--- src/rtl/pos_sched_pkg.sv ---
// ----------------------------------------------------------------------------
// pos_sched_pkg : shared FSM states and widths for position_tx_scheduler
// Revision 1.0
// ----------------------------------------------------------------------------
`default_nettype none

package pos_sched_pkg;

    localparam int POS_W_DEFAULT = 10;
    localparam int TIMER_W       = 13;
    localparam int FCNT_W        = 16;

    typedef enum logic [2:0] {
        IDLE     = 3'd0,
        START    = 3'd1,
        WAIT_ACK = 3'd2,
        XFER     = 3'd3,
        GAP      = 3'd4
    } state_t;

endpackage

`default_nettype wire

--- src/rtl/position_tx_scheduler_rr_arbiter.sv ---
// ----------------------------------------------------------------------------
// rr_arbiter : combinational one-hot round-robin grant with registered pointer
// Revision 1.0
// ----------------------------------------------------------------------------
`default_nettype none

module rr_arbiter #(
    parameter  int NUM_REQ = 4,
    localparam int IDX_W   = $clog2(NUM_REQ)
) (
    input  logic               clk,
    input  logic               reset,
    input  logic [NUM_REQ-1:0] req_i,
    input  logic               en_i,
    output logic [NUM_REQ-1:0] grant_o,
    output logic [IDX_W-1:0]   grant_idx_o
);

    logic [IDX_W-1:0] ptr_q;
    logic [IDX_W-1:0] ptr_d;
    logic             found;
    int               cand;

    // Search upward from the pointer, wrapping modulo NUM_REQ.
    always_comb begin
        grant_o     = '0;
        grant_idx_o = '0;
        found       = 1'b0;
        cand        = 0;
        for (int i = 0; i < NUM_REQ; i++) begin
            cand = int'(ptr_q) + i;
            if (cand >= NUM_REQ) begin
                cand = cand - NUM_REQ;
            end
            if (!found && req_i[IDX_W'(cand)]) begin
                found                 = 1'b1;
                grant_o[IDX_W'(cand)] = 1'b1;
                grant_idx_o           = IDX_W'(cand);
            end
        end
        ptr_d = (grant_idx_o == IDX_W'(NUM_REQ - 1)) ? '0 : grant_idx_o + IDX_W'(1);
    end

    always_ff @(posedge clk) begin
        if (!reset) begin
            ptr_q <= '0;
        end else if (en_i) begin
            ptr_q <= ptr_d;
        end
    end

endmodule

`default_nettype wire

--- src/rtl/position_tx_scheduler.sv ---
// ----------------------------------------------------------------------------
// position_tx_scheduler : round-robin sequencer sharing one position serializer
// Revision 1.0
// ----------------------------------------------------------------------------
`default_nettype none

module position_tx_scheduler
    import pos_sched_pkg::*;
#(
    parameter  int NUM_REQ      = 4,
    parameter  int POS_W        = POS_W_DEFAULT,
    parameter  int ACK_TIMEOUT  = 8,
    parameter  int XFER_TIMEOUT = 4096,
    parameter  int MIN_GAP      = 4,
    localparam int CH_W         = $clog2(NUM_REQ)
) (
    input  logic                     clk,
    input  logic                     reset,
    input  logic [NUM_REQ-1:0]       req_valid,
    input  logic [NUM_REQ*POS_W-1:0] req_position,
    output logic [NUM_REQ-1:0]       req_ready,
    output logic [POS_W-1:0]         tx_position,
    output logic [CH_W-1:0]          tx_channel,
    output logic                     tx_start,
    input  logic                     tx_busy,
    output logic                     sched_busy,
    output logic                     timeout_err,
    output logic [FCNT_W-1:0]        frame_count
);

    localparam logic [TIMER_W-1:0] ACK_LAST  = TIMER_W'(ACK_TIMEOUT - 1);
    localparam logic [TIMER_W-1:0] XFER_LAST = TIMER_W'(XFER_TIMEOUT - 1);
    localparam logic [TIMER_W-1:0] GAP_LAST  = TIMER_W'(MIN_GAP - 1);
    // With no gap configured the frame end returns straight to IDLE.
    localparam state_t END_STATE = (MIN_GAP == 0) ? IDLE : GAP;

    state_t               state_q, state_d;
    logic [TIMER_W-1:0]   timer_q, timer_d, timer_inc;
    logic [POS_W-1:0]     pos_q, pos_d;
    logic [CH_W-1:0]      chan_q, chan_d;
    logic                 err_q, err_d;
    logic [FCNT_W-1:0]    fcnt_q, fcnt_d;
    logic [NUM_REQ-1:0]   grant;
    logic [CH_W-1:0]      grant_idx;
    logic                 arb_en;

    rr_arbiter #(
        .NUM_REQ (NUM_REQ)
    ) u_arb (
        .clk         (clk),
        .reset       (reset),
        .req_i       (req_valid),
        .en_i        (arb_en),
        .grant_o     (grant),
        .grant_idx_o (grant_idx)
    );

    always_comb begin
        timer_inc = (timer_q == '1) ? timer_q : timer_q + TIMER_W'(1);
        state_d   = state_q;
        timer_d   = timer_inc;
        pos_d     = pos_q;
        chan_d    = chan_q;
        err_d     = err_q;
        fcnt_d    = fcnt_q;
        arb_en    = 1'b0;
        tx_start  = 1'b0;
        req_ready = '0;
        case (state_q)
            IDLE: begin
                req_ready = grant;
                timer_d   = '0;
                if (|grant) begin
                    arb_en  = 1'b1;
                    pos_d   = req_position[int'(grant_idx) * POS_W +: POS_W];
                    chan_d  = grant_idx;
                    state_d = START;
                end
            end
            START: begin
                tx_start = 1'b1;
                timer_d  = '0;
                state_d  = WAIT_ACK;
            end
            WAIT_ACK: begin
                // Busy takes priority over an ack timeout in the same cycle.
                if (tx_busy) begin
                    timer_d = '0;
                    state_d = XFER;
                end else if (timer_q == ACK_LAST) begin
                    timer_d = '0;
                    err_d   = 1'b1;
                    state_d = END_STATE;
                end
            end
            XFER: begin
                if (!tx_busy) begin
                    timer_d = '0;
                    fcnt_d  = fcnt_q + FCNT_W'(1);
                    state_d = END_STATE;
                end else if (timer_q == XFER_LAST) begin
                    timer_d = '0;
                    err_d   = 1'b1;
                    state_d = END_STATE;
                end
            end
            GAP: begin
                if (timer_q == GAP_LAST) begin
                    timer_d = '0;
                    state_d = IDLE;
                end
            end
            default: begin
                timer_d = '0;
                state_d = IDLE;
            end
        endcase
    end

    always_ff @(posedge clk) begin
        if (!reset) begin
            state_q <= IDLE;
            timer_q <= '0;
            pos_q   <= '0;
            chan_q  <= '0;
            err_q   <= 1'b0;
            fcnt_q  <= '0;
        end else begin
            state_q <= state_d;
            timer_q <= timer_d;
            pos_q   <= pos_d;
            chan_q  <= chan_d;
            err_q   <= err_d;
            fcnt_q  <= fcnt_d;
        end
    end

    assign tx_position = pos_q;
    assign tx_channel  = chan_q;
    assign sched_busy  = (state_q != IDLE);
    assign timeout_err = err_q;
    assign frame_count = fcnt_q;

endmodule

`default_nettype wire

--- config.mk ---
export PLATFORM = sky130hd
export DESIGN_NAME = position_tx_scheduler
export DESIGN_NICKNAME = d
export VERILOG_FILES = /design/src/rtl/pos_sched_pkg.sv /design/src/rtl/position_tx_scheduler_rr_arbiter.sv /design/src/rtl/position_tx_scheduler.sv
export SDC_FILE = /design/constraint.sdc
export NUM_CORES = 1
export LEC_CHECK = 0
export ABC_AREA = 1
export CAP_MARGIN = 20
export CORE_MARGIN = 2
export CORE_UTILIZATION = 50
export CTS_CLUSTER_DIAMETER = 40
export DETAILED_ROUTE_END_ITERATION = 10
export PLACE_DENSITY = 0.81
export SYNTH_ARGS = -nofsm -noshare
export SYNTH_HDL_FRONTEND = slang
export SYNTH_HIERARCHICAL = 1
export SYNTH_SLANG_ARGS = --single-unit
--- constraint.sdc ---
create_clock -name clk -period 3.55 [get_ports clk]
set_clock_uncertainty 0.05 [all_clocks]
set_input_delay 0.71 -clock clk [delete_from_list [all_inputs] [get_ports clk]]
set_output_delay 0.71 -clock clk [all_outputs]
set_load 0.01 [all_outputs]
==> out/qor.csv <==
metric,value,unit
num_rows,29,
synth_seq_area_share,28.9,%
netlist_instances,489,
ys.warnings.count,6,
cellPowerDensity,693,nW/µm²
drcViolationCount,0,
grt_remaining_overflow,0,
wl,7960,µm
coreArea,6310,µm²
reg2reg_depth,15,
rsz0062_at_grt,no,
outcome,finished clean,
drt_iter0_markers,163,
ant_nets,0,
async_flop_share,0,%
antenna_found_initial,0,
cts_max_level,2,
start_util,51.5,%
max_clock_freq,300,MHz
synth.distinct_cells,40,
drive_gt1_share,12.2,%
die_w,84.6,µm
nets,632,
layout.cells.non_filler,653,
min_to,tx_position[6],
worst_hold_path_type,reg -> reg,
avgSynthCellArea,6.65,µm²
cp.required,2.79,ns
cts_inserted_buffers,5,
synth_common_cells,"nand2_1 (95), nor2_1 (89), o21ai_0 (48), dfxtp_1 (47), inv_1 (43)",
fin_crit,3.33,ns
avgRoutedWirePerCell,12.2,µm
vias,3403,
die_h,84.6,µm
numPlacedInstances,643,
grt_max_degree,23,
slew_viol_final,0,
port_buffers,81,
drv_cap,0,
timing.rr.end,tx_position[2],
cts_root_buf,clkbuf_8,
setup_viol,0,
synth_area_leaders,"dfxtp_1 (29%), nand2_1 (11%), nor2_1 (10%)",
criticalPathCategory,in -> out,
worst_slew_pin_slew,0.510,ns
setup_ws,0.222,ns
syn_nets,546,
worstSetupEndpointType,output pin,
clk_latency,0.30,ns
synth_top_cell_by_area,dfxtp_1,
cp_max_fo,6,
cp.arrival,2.57,ns
syn_to_final_growth,32.8,%
critPathLaunchType,input port,
fin_crit_sh,93.7,%
postCtsHoldBufs,0,
synth_top_area_share,28.9,%
die-area,7160,µm²
grt_pass1_wl,13400,µm
viasPerCell,5.21,
maxSlewHeadroom,65.9,%
hold_start,tx_position[6],
synth_edf_count,0,
hpwlAfterDp,6180,µm
p_leak,1.81,nW
clockBufferDepth,2,
yosysMostFrequentCell,nand2_1,
num_antenna_cells,0,
track_usage,22.1,%
syn-cell-area,3250,µm²
regToRegSetupSlack,0.79,ns
dp_slack,-0.00288,ns
ys_ff_latch,47,
finalHoldViolations,0,
min_path_cells,2,
first_pass_iters,4,
place.gp.congestion,0.838,
clock-sinks,47,
io_pins,82,
cts_tree,built,
grt_pass1_vias,3192,
clk_pin_slew,0.09,ns
synth_ff_type,dfxtp_1,
ir_drop,0.500,mV
==> repair_timing <==
action / 4_1_cts / 5_1_grt
endpoints found under the setup margin: 2 / 3
pin swaps: 0 / 1
gates resized for setup: 3 / 3
buffers inserted: 0 / 2
==> power by group <==
group | switching (W) | total (W) | internal [W]
combinational | 0.00117 | 0.00189 | 0.000723
sequential | 0.0000431 | 0.000638 | 0.000595
clock | 0.000181 | 0.000463 | 0.000282
total | 0.00139 | 0.00299 | 0.00160
==> final cells by class <==
cell class | instances | area, µm²
clock inverter | 2 | 60.1
clock buffer | 6 | 72.6
sequential | 47 | 942
multi-input combinational | 376 | 2040
fill | 566 | 1990
tap | 77 | 96.3
inverter | 53 | 211
timing repair buffer | 92 | 900
==> per-stage QoR <==
stage / instance area [µm²] / total power (W) / setup TNS, ns / utilization, % / hold slack, ns
floorplan: 3250 / 0.00199 / 0 / - / 0.448
global placement: 4160 / 0.00247 / 0 / 66.0 / 0.404
detailed placement: 4160 / 0.00251 / -0.00288 / 66.0 / 0.421
CTS: 4300 / 0.00297 / 0 / 68.1 / 0.435
global route: 4320 / 0.00324 / 0 / 68.4 / 0.456
finish: 4320 / 0.00299 / 0 / 68.4 / 0.434
==> worst max path at each step <==
stage	startpoint	endpoint	cells after the start
after global routing	req_valid[1]	req_ready[3]	13
after global placement	req_valid[3]	req_ready[3]	15
after detailed placement	req_valid[3]	req_ready[3]	15
final	req_valid[3]	req_ready[3]	13
after floorplan	u_arb/ptr_q[1]	req_ready[3]	13
after CTS	req_valid[3]	req_ready[2]	15
==> cell usage in the layout (no fill, tap or decap), types with 2 or more instances in the layout <==
| cell | instances |
|---|---|
| clkbuf_8 | 5 |
| a21oi_1 | 28 |
| inv_4 | 2 |
| buf_4 | 11 |
| nor3_4 | 2 |
| ha_1 | 10 |
| nand2_1 | 95 |
| nand3_1 | 26 |
| inv_1 | 42 |
| nand2_4 | 2 |
| inv_2 | 8 |
| xnor2_1 | 2 |
| xor2_1 | 5 |
| o21ai_0 | 48 |
| nand4_1 | 11 |
| nor2_4 | 3 |
| nor2_8 | 3 |
| nor2_1 | 89 |
| nand2_2 | 8 |
| nor2_2 | 4 |
| nor3_1 | 7 |
| dlymetal6s2s_1 | 3 |
| nand3_4 | 3 |
| clkdlybuf4s50_1 | 77 |
| a31oi_1 | 6 |
| o22ai_1 | 6 |
| bufinv_16 | 2 |
| nand3_2 | 7 |
| or2_2 | 2 |
| dfxtp_1 | 46 |
==> cells by family after synthesis <==
| family | share of synthesized area [%] |
|---|---|
| AOI/OAI and AO/OA | 15.5 |
| xor gates and xnor gates | 1.89 |
| adders and majority gates | 3.85 |
| buffers and inverters | 8.43 |
| DFF | 28.9 |
| and+or+nand+nor | 41.4 |
==> per-layer routing <==
metal | part of all wire, % | global-route usage, %
met5 | 0 | 0
met4 | 1.7 | 6.49
met3 | 6.8 | 6.29
met2 | 48 | 39.2
met1 | 44 | 25.9
==> worst max-delay path: stages <==
cell,delay (ns)
clkdlybuf4s50_1,0.46
inv_1,0.07
nand2_1,0.09
nand3_4,0.12
nand2_8,0.07
buf_4,0.17
nor2_4,0.17
buf_4,0.13
nand3_1,0.05
nand4_1,0.11
inv_1,0.05
nor2_1,0.08
dlygate4sd2_1,0.27
==> flip-flops by register name, summed over array words and instances, names as in the netlist, named ones only <==
register,cells
state_q,3
frame_count,16
tx_position,10
timer_q,13
tx_channel,2
timeout_err,1
u_arb/ptr_q,1
Note: power is estimated with default switching activity, not from simulation.
